[src/rtl/text_pkg.sv]
// Shared definitions for the text-mode character buffer controller.
package text_pkg;

  localparam int          TEXT_COLS       = 70;
  localparam int          TEXT_ROWS       = 30;
  localparam logic [7:0]  TEXT_ENTER_CODE = 8'hA9;
  localparam logic [7:0]  TEXT_BKSP_CODE  = 8'h08;
  localparam logic [7:0]  TEXT_BLANK      = 8'h20;

  typedef enum logic [1:0] {
    CLR_ALL = 2'd0,
    IDLE    = 2'd1,
    CLR_ROW = 2'd2
  } state_t;

  // Character memory cell address: row in the upper bits, column below.
  function automatic logic [11:0] make_addr(input logic [4:0] row, input logic [6:0] col);
    return {row, col};
  endfunction

endpackage

[src/rtl/text_cursor.sv]
// Cursor position register with step / newline / backspace / home commands.
// next_row/next_col expose the position the cursor takes at the next edge so
// the controller can address a backspace write at the new cell.
module text_cursor
  import text_pkg::*;
#(
  parameter int COLS = TEXT_COLS,
  parameter int ROWS = TEXT_ROWS
) (
  input  logic       clk,
  input  logic       resetn,
  input  logic       step,
  input  logic       newline,
  input  logic       bksp,
  input  logic       home,
  output logic [4:0] row,
  output logic [6:0] col,
  output logic [4:0] next_row,
  output logic [6:0] next_col,
  output logic       row_advanced
);

  localparam logic [6:0] COL_LAST = 7'(COLS - 1);
  localparam logic [4:0] ROW_LAST = 5'(ROWS - 1);

  // Next cursor position; a row advance wraps from the last row to row 0.
  always_comb begin
    next_row     = row;
    next_col     = col;
    row_advanced = 1'b0;
    if (home) begin
      next_row = 5'd0;
      next_col = 7'd0;
    end else if (step) begin
      if (col < COL_LAST) begin
        next_col = col + 7'd1;
      end else begin
        next_col     = 7'd0;
        row_advanced = 1'b1;
      end
    end else if (newline) begin
      next_col     = 7'd0;
      row_advanced = 1'b1;
    end else if (bksp) begin
      if (col != 7'd0) begin
        next_col = col - 7'd1;
      end else if (row != 5'd0) begin
        next_row = row - 5'd1;
        next_col = COL_LAST;
      end
    end
    if (row_advanced) begin
      next_row = (row == ROW_LAST) ? 5'd0 : row + 5'd1;
    end
  end

  // Cursor register, homed by reset.
  always_ff @(posedge clk) begin
    if (!resetn) begin
      row <= 5'd0;
      col <= 7'd0;
    end else begin
      row <= next_row;
      col <= next_col;
    end
  end

endmodule

[src/rtl/text_buf_ctrl.sv]
// Text buffer sequencing controller: accepts ASCII codes, tracks the cursor,
// issues single-cell writes and runs full-screen / single-row blanking.
module text_buf_ctrl
  import text_pkg::*;
#(
  parameter int         COLS       = TEXT_COLS,
  parameter int         ROWS       = TEXT_ROWS,
  parameter logic [7:0] ENTER_CODE = TEXT_ENTER_CODE,
  parameter logic [7:0] BKSP_CODE  = TEXT_BKSP_CODE,
  parameter logic [7:0] BLANK      = TEXT_BLANK
) (
  input  logic        clk,
  input  logic        resetn,
  input  logic        ch_valid,
  input  logic [7:0]  ch_code,
  output logic        ch_ready,
  input  logic        clr_screen,
  output logic        wr_en,
  output logic [11:0] wr_addr,
  output logic [7:0]  wr_data,
  output logic [4:0]  cur_row,
  output logic [6:0]  cur_col,
  output logic        busy
);

  localparam logic [6:0] COL_LAST = 7'(COLS - 1);
  localparam logic [4:0] ROW_LAST = 5'(ROWS - 1);

  state_t     state;
  logic [4:0] clr_row;
  logic [6:0] clr_col;

  logic       accept;
  logic       is_enter;
  logic       is_bksp;
  logic       is_print;
  logic       bksp_moves;
  logic       clr_all_last;
  logic       clr_col_last;
  logic       cmd_home;
  logic [4:0] next_row;
  logic [6:0] next_col;
  logic       row_advanced;

  assign ch_ready     = (state == IDLE) && !clr_screen;
  assign busy         = (state != IDLE);
  assign accept       = ch_valid && ch_ready;

  assign is_enter     = (ch_code == ENTER_CODE);
  assign is_bksp      = (ch_code == BKSP_CODE) && !is_enter;
  assign is_print     = (ch_code >= 8'h20) && (ch_code <= 8'h7E) && !is_enter && !is_bksp;
  assign bksp_moves   = (cur_row != 5'd0) || (cur_col != 7'd0);

  assign clr_col_last = (clr_col == COL_LAST);
  assign clr_all_last = clr_col_last && (clr_row == ROW_LAST);
  assign cmd_home     = (state == CLR_ALL) && clr_all_last;

  text_cursor #(
    .COLS (COLS),
    .ROWS (ROWS)
  ) u_cursor (
    .clk          (clk),
    .resetn       (resetn),
    .step         (accept && is_print),
    .newline      (accept && is_enter),
    .bksp         (accept && is_bksp),
    .home         (cmd_home),
    .row          (cur_row),
    .col          (cur_col),
    .next_row     (next_row),
    .next_col     (next_col),
    .row_advanced (row_advanced)
  );

  // Sequencer: clear sweeps issue one BLANK write per cycle; in IDLE an
  // accepted code produces at most one write on the following cycle.
  always_ff @(posedge clk) begin
    if (!resetn) begin
      state   <= CLR_ALL;
      clr_row <= 5'd0;
      clr_col <= 7'd0;
      wr_en   <= 1'b0;
      wr_addr <= 12'd0;
      wr_data <= 8'd0;
    end else begin
      case (state)
        CLR_ALL: begin
          wr_en   <= 1'b1;
          wr_addr <= make_addr(clr_row, clr_col);
          wr_data <= BLANK;
          if (clr_col_last) begin
            clr_col <= 7'd0;
            if (clr_row == ROW_LAST) begin
              clr_row <= 5'd0;
              state   <= IDLE;
            end else begin
              clr_row <= clr_row + 5'd1;
            end
          end else begin
            clr_col <= clr_col + 7'd1;
          end
        end
        CLR_ROW: begin
          wr_en   <= 1'b1;
          wr_addr <= make_addr(cur_row, clr_col);
          wr_data <= BLANK;
          if (clr_col_last) begin
            clr_col <= 7'd0;
            state   <= IDLE;
          end else begin
            clr_col <= clr_col + 7'd1;
          end
        end
        IDLE: begin
          wr_en <= 1'b0;
          if (clr_screen) begin
            state   <= CLR_ALL;
            clr_row <= 5'd0;
            clr_col <= 7'd0;
          end else if (accept) begin
            if (is_print) begin
              wr_en   <= 1'b1;
              wr_addr <= make_addr(cur_row, cur_col);
              wr_data <= ch_code;
            end else if (is_bksp && bksp_moves) begin
              wr_en   <= 1'b1;
              wr_addr <= make_addr(next_row, next_col);
              wr_data <= BLANK;
            end
            if (row_advanced) begin
              state   <= CLR_ROW;
              clr_col <= 7'd0;
            end
          end
        end
        default: begin
          state   <= CLR_ALL;
          clr_row <= 5'd0;
          clr_col <= 7'd0;
          wr_en   <= 1'b0;
        end
      endcase
    end
  end

endmodule

[config.mk]
export PLATFORM = sky130hd
export DESIGN_NAME = text_buf_ctrl
export DESIGN_NICKNAME = d
export VERILOG_FILES = /design/src/rtl/text_pkg.sv /design/src/rtl/text_cursor.sv /design/src/rtl/text_buf_ctrl.sv
export SDC_FILE = /design/constraint.sdc
export NUM_CORES = 1
export LEC_CHECK = 0
export CORE_MARGIN = 2
export CORE_UTILIZATION = 40
export CTS_BUF_LIST = sky130_fd_sc_hd__clkbuf_8
export DETAILED_ROUTE_END_ITERATION = 12
export PLACE_DENSITY_LB_ADDON = 0.08
export SYNTH_ARGS = -nofsm -noshare
export SYNTH_HDL_FRONTEND = slang
export SYNTH_SLANG_ARGS = --single-unit
[constraint.sdc]
create_clock -name clk -period 2.9 [get_ports clk]
set_input_delay 0.58 -clock clk [delete_from_list [all_inputs] [get_ports clk]]
set_output_delay 0.58 -clock clk [all_outputs]
set_load 0.05 [all_outputs]
==> out/qor.csv <==
metric;value;unit
outcome;finished clean;
fin_nets;521;
place_inst;589;
dr.first_iter.drc_count;208;
grt_pass1_vias;3427;
synth_seq_area_share;29.4;%
cp_max_fo;6;
synthesis.area;0.00320;mm^2
cts_buffers;5;
io_pins;47;
drive_gt1_share;17.6;%
synth_flop_cell;dfxtp_1;
cts_buffer_depth;2;
io_buffer_count;46;
wl_per_cell;17.8;um
hold_ws;471;ps
power_density;507;mW/mm^2
yosysWarnings;0;
insertion_delay;310;ps
crit-reg2reg-launch;u_cursor.col[1];
worstMarginPinSlew;767;ps
finalSetupViolations;0;
cts_root_buffer;clkbuf_8;
hpwl;8170;um
fin_cells;596;
final_hold_viol_count;0;
ant_nets;0;
grt_max_degree;16;
maxSlewHeadroom;48.5;%
wl;10600;um
drv_slew;0;
cp-end-kind;flip-flop;
cap_violations;0;
place_area;0.00413;mm^2
required;3070;ps
fin_util;55.0;%
rsz0062_at_grt;false;
antenna_found_initial;0;
drt_pass1_iterations;5;
dieArea;0.00874;mm^2
cts_tree;built;
fin_skew;4.81;ps
num_rows;32;
cts.htree.levels;2;
route.vias.total;3532;
async_reset_ff_share;0;%
syn_avg_cell_area;7.89;um^2
start_util;41.5;%
postCtsSetupBuffers;0;
clkTransAtPathRegs;90;ps
power.leakage;0.00161;uW
critical_path_class;primary input to flip-flop;
synth_cell_types;71;
cts_sinks;47;
critPathLaunch;ch_code[3];
dieWidth;93.5;um
grt.overflow.total;0;
peakVddDrop;0.000286;V
hp-start;wr_data[5];
fmax;353;MHz
finalWeightedCongestion;0.931;
fin_crit_sh;97.8;%
postCtsHoldBufs;0;
syn-num-nets;433;
fp.coreArea;0.00773;mm^2
die_h;93.5;um
diodes;0;
worstPathArrival;3010;ps
grt_pass1_wl;17500;um
syn_inst;406;
synth.ff_latch_count;47;
min_path_type;flip-flop to flip-flop;
cts_resized;0;
final_area;0.00425;mm^2
via_per_inst;5.93;
start_kind;primary input;
synth_edf_count;0;
grt.total_usage;25.5;%
areaGrowthSynthToFinish;32.6;%
period_needed;2840;ps
drc;0;
## registers in the layout, indices dropped and copies added, names as in the netlist
name,flops
wr_addr,12
wr_data,8
clr_col,7
u_cursor.col,7
clr_row,5
u_cursor.row,5
state,2
wr_en,1
## worst paths after layout
| path | endpoint | slack, ps | cells after the start |
|---|---|---|---|
| worst max-delay path | wr_addr[5] | 60 | 8 |
| worst min-delay path | wr_data[5] | 470 | 2 |
| worst max register to register | wr_addr[5] | 210 | 11 |
| worst min register to register | wr_data[5] | 470 | 2 |
## final cells by class
cell class,instances,area (um^2)
Tap cell,102,128
Timing Repair Buffer,102,903
Fill cell,746,3480
Sequential cell,47,941
Inverter,15,56.3
Clock inverter,2,37.5
Multi-Input combinational cell,323,2110
Clock buffer,5,68.8
## placed cells by master, fill, tap and decap left out, types with 3 or more instances in the layout
cell	instances
nand3b_1	3
inv_1	14
o211ai_1	6
dfxtp_1	47
nand2_1	35
o21bai_1	3
ha_1	15
nor2b_1	3
or3_1	9
clkbuf_8	5
nand4_1	15
a211oi_1	4
xnor2_1	6
nor3_1	14
nand3_1	16
a21oi_1	31
nor2_1	32
a32o_1	6
o22ai_1	6
and4_1	3
mux2_2	3
nand2b_1	3
o31ai_1	4
and2_1	3
xor2_1	5
o21ai_0	31
a31oi_1	11
buf_4	55
clkdlybuf4s50_1	45
mux2i_1	5
## stage by stage
step / TNS (ps) / power [uW] / setup WS (ps)
after floorplan: 0 / 1320 / 49.7
after global placement: -1370 / 1670 / -151
after detailed placement: -1840 / 1670 / -155
after CTS: 0 / 2160 / 148
after global routing: 0 / 2270 / 12.4
final: 0 / 2150 / 64.0
## per-layer routing
layer	up-vias	part of all wire, %	GRT usage, %
met2	141	45	39.6
met5	-	0	0
met3	20	5.4	3.14
met1	1660	47	36.0
met4	0	2.5	9.31
li1	1711	-	-
## synthesized netlist by cell type (3+ instances only)
cell      number  share of area (%)
inv_1         14                1.6
nand2b_1       3               0.59
nor3_1        14                2.2
mux2_2         3                1.1
o21ai_0       31                4.8
xnor2_1        6                1.6
nand3b_1       3               0.70
a211oi_1       4               0.94
or3_1          9                1.8
a32o_1         6                1.9
o22ai_1        6                1.2
o31ai_1        4               0.94
mux2i_1        5                1.6
nand4_1       15                2.9
nand3_1       16                2.5
nor4b_1        3               0.82
a31oi_1       11                2.1
nor2b_1        3               0.59
and2_1         3               0.59
nor2_1        32                3.8
a21oi_1       31                4.8
and4_1         3               0.82
dfxtp_1       47                 29
o21bai_1       3               0.70
o211ai_1       6                1.4
buf_6          3                1.1
xor2_1         5                1.4
nand2_1       35                4.1
ha_1          15                5.9
clkbuf_1      16                1.9
## kinds of logic (layout without fill, tap and decap cells)
kind of cell / Yosys count / after routing / synth area share (%)
AND/OR/NAND/NOR: 156 / 156 / 26.1
AO/OA/AOI/OAI: 133 / 133 / 28.0
flip-flops: 47 / 47 / 29.4
buffers and inverters: 36 / 124 / 5.08
adder cells (fa/ha/maj): 15 / 15 / 5.86
XOR/XNOR: 11 / 11 / 3.01
multiplexers: 8 / 8 / 2.62
## worst max-delay path, cell delays in order
cell             delay [ps]
clkdlybuf4s50_1         570
or4b_4                  500
or4_4                   540
buf_4                   190
nand2_1                  70
a21oi_1                  40
o21ai_0                 340
a311oi_1                170
## report_power, final
part           internal [uW]  switching [uW]
registers                715            65.8
logic                    351             528
clock network            253             241
total                   1320             835
(Power assumes the default switching activity.)
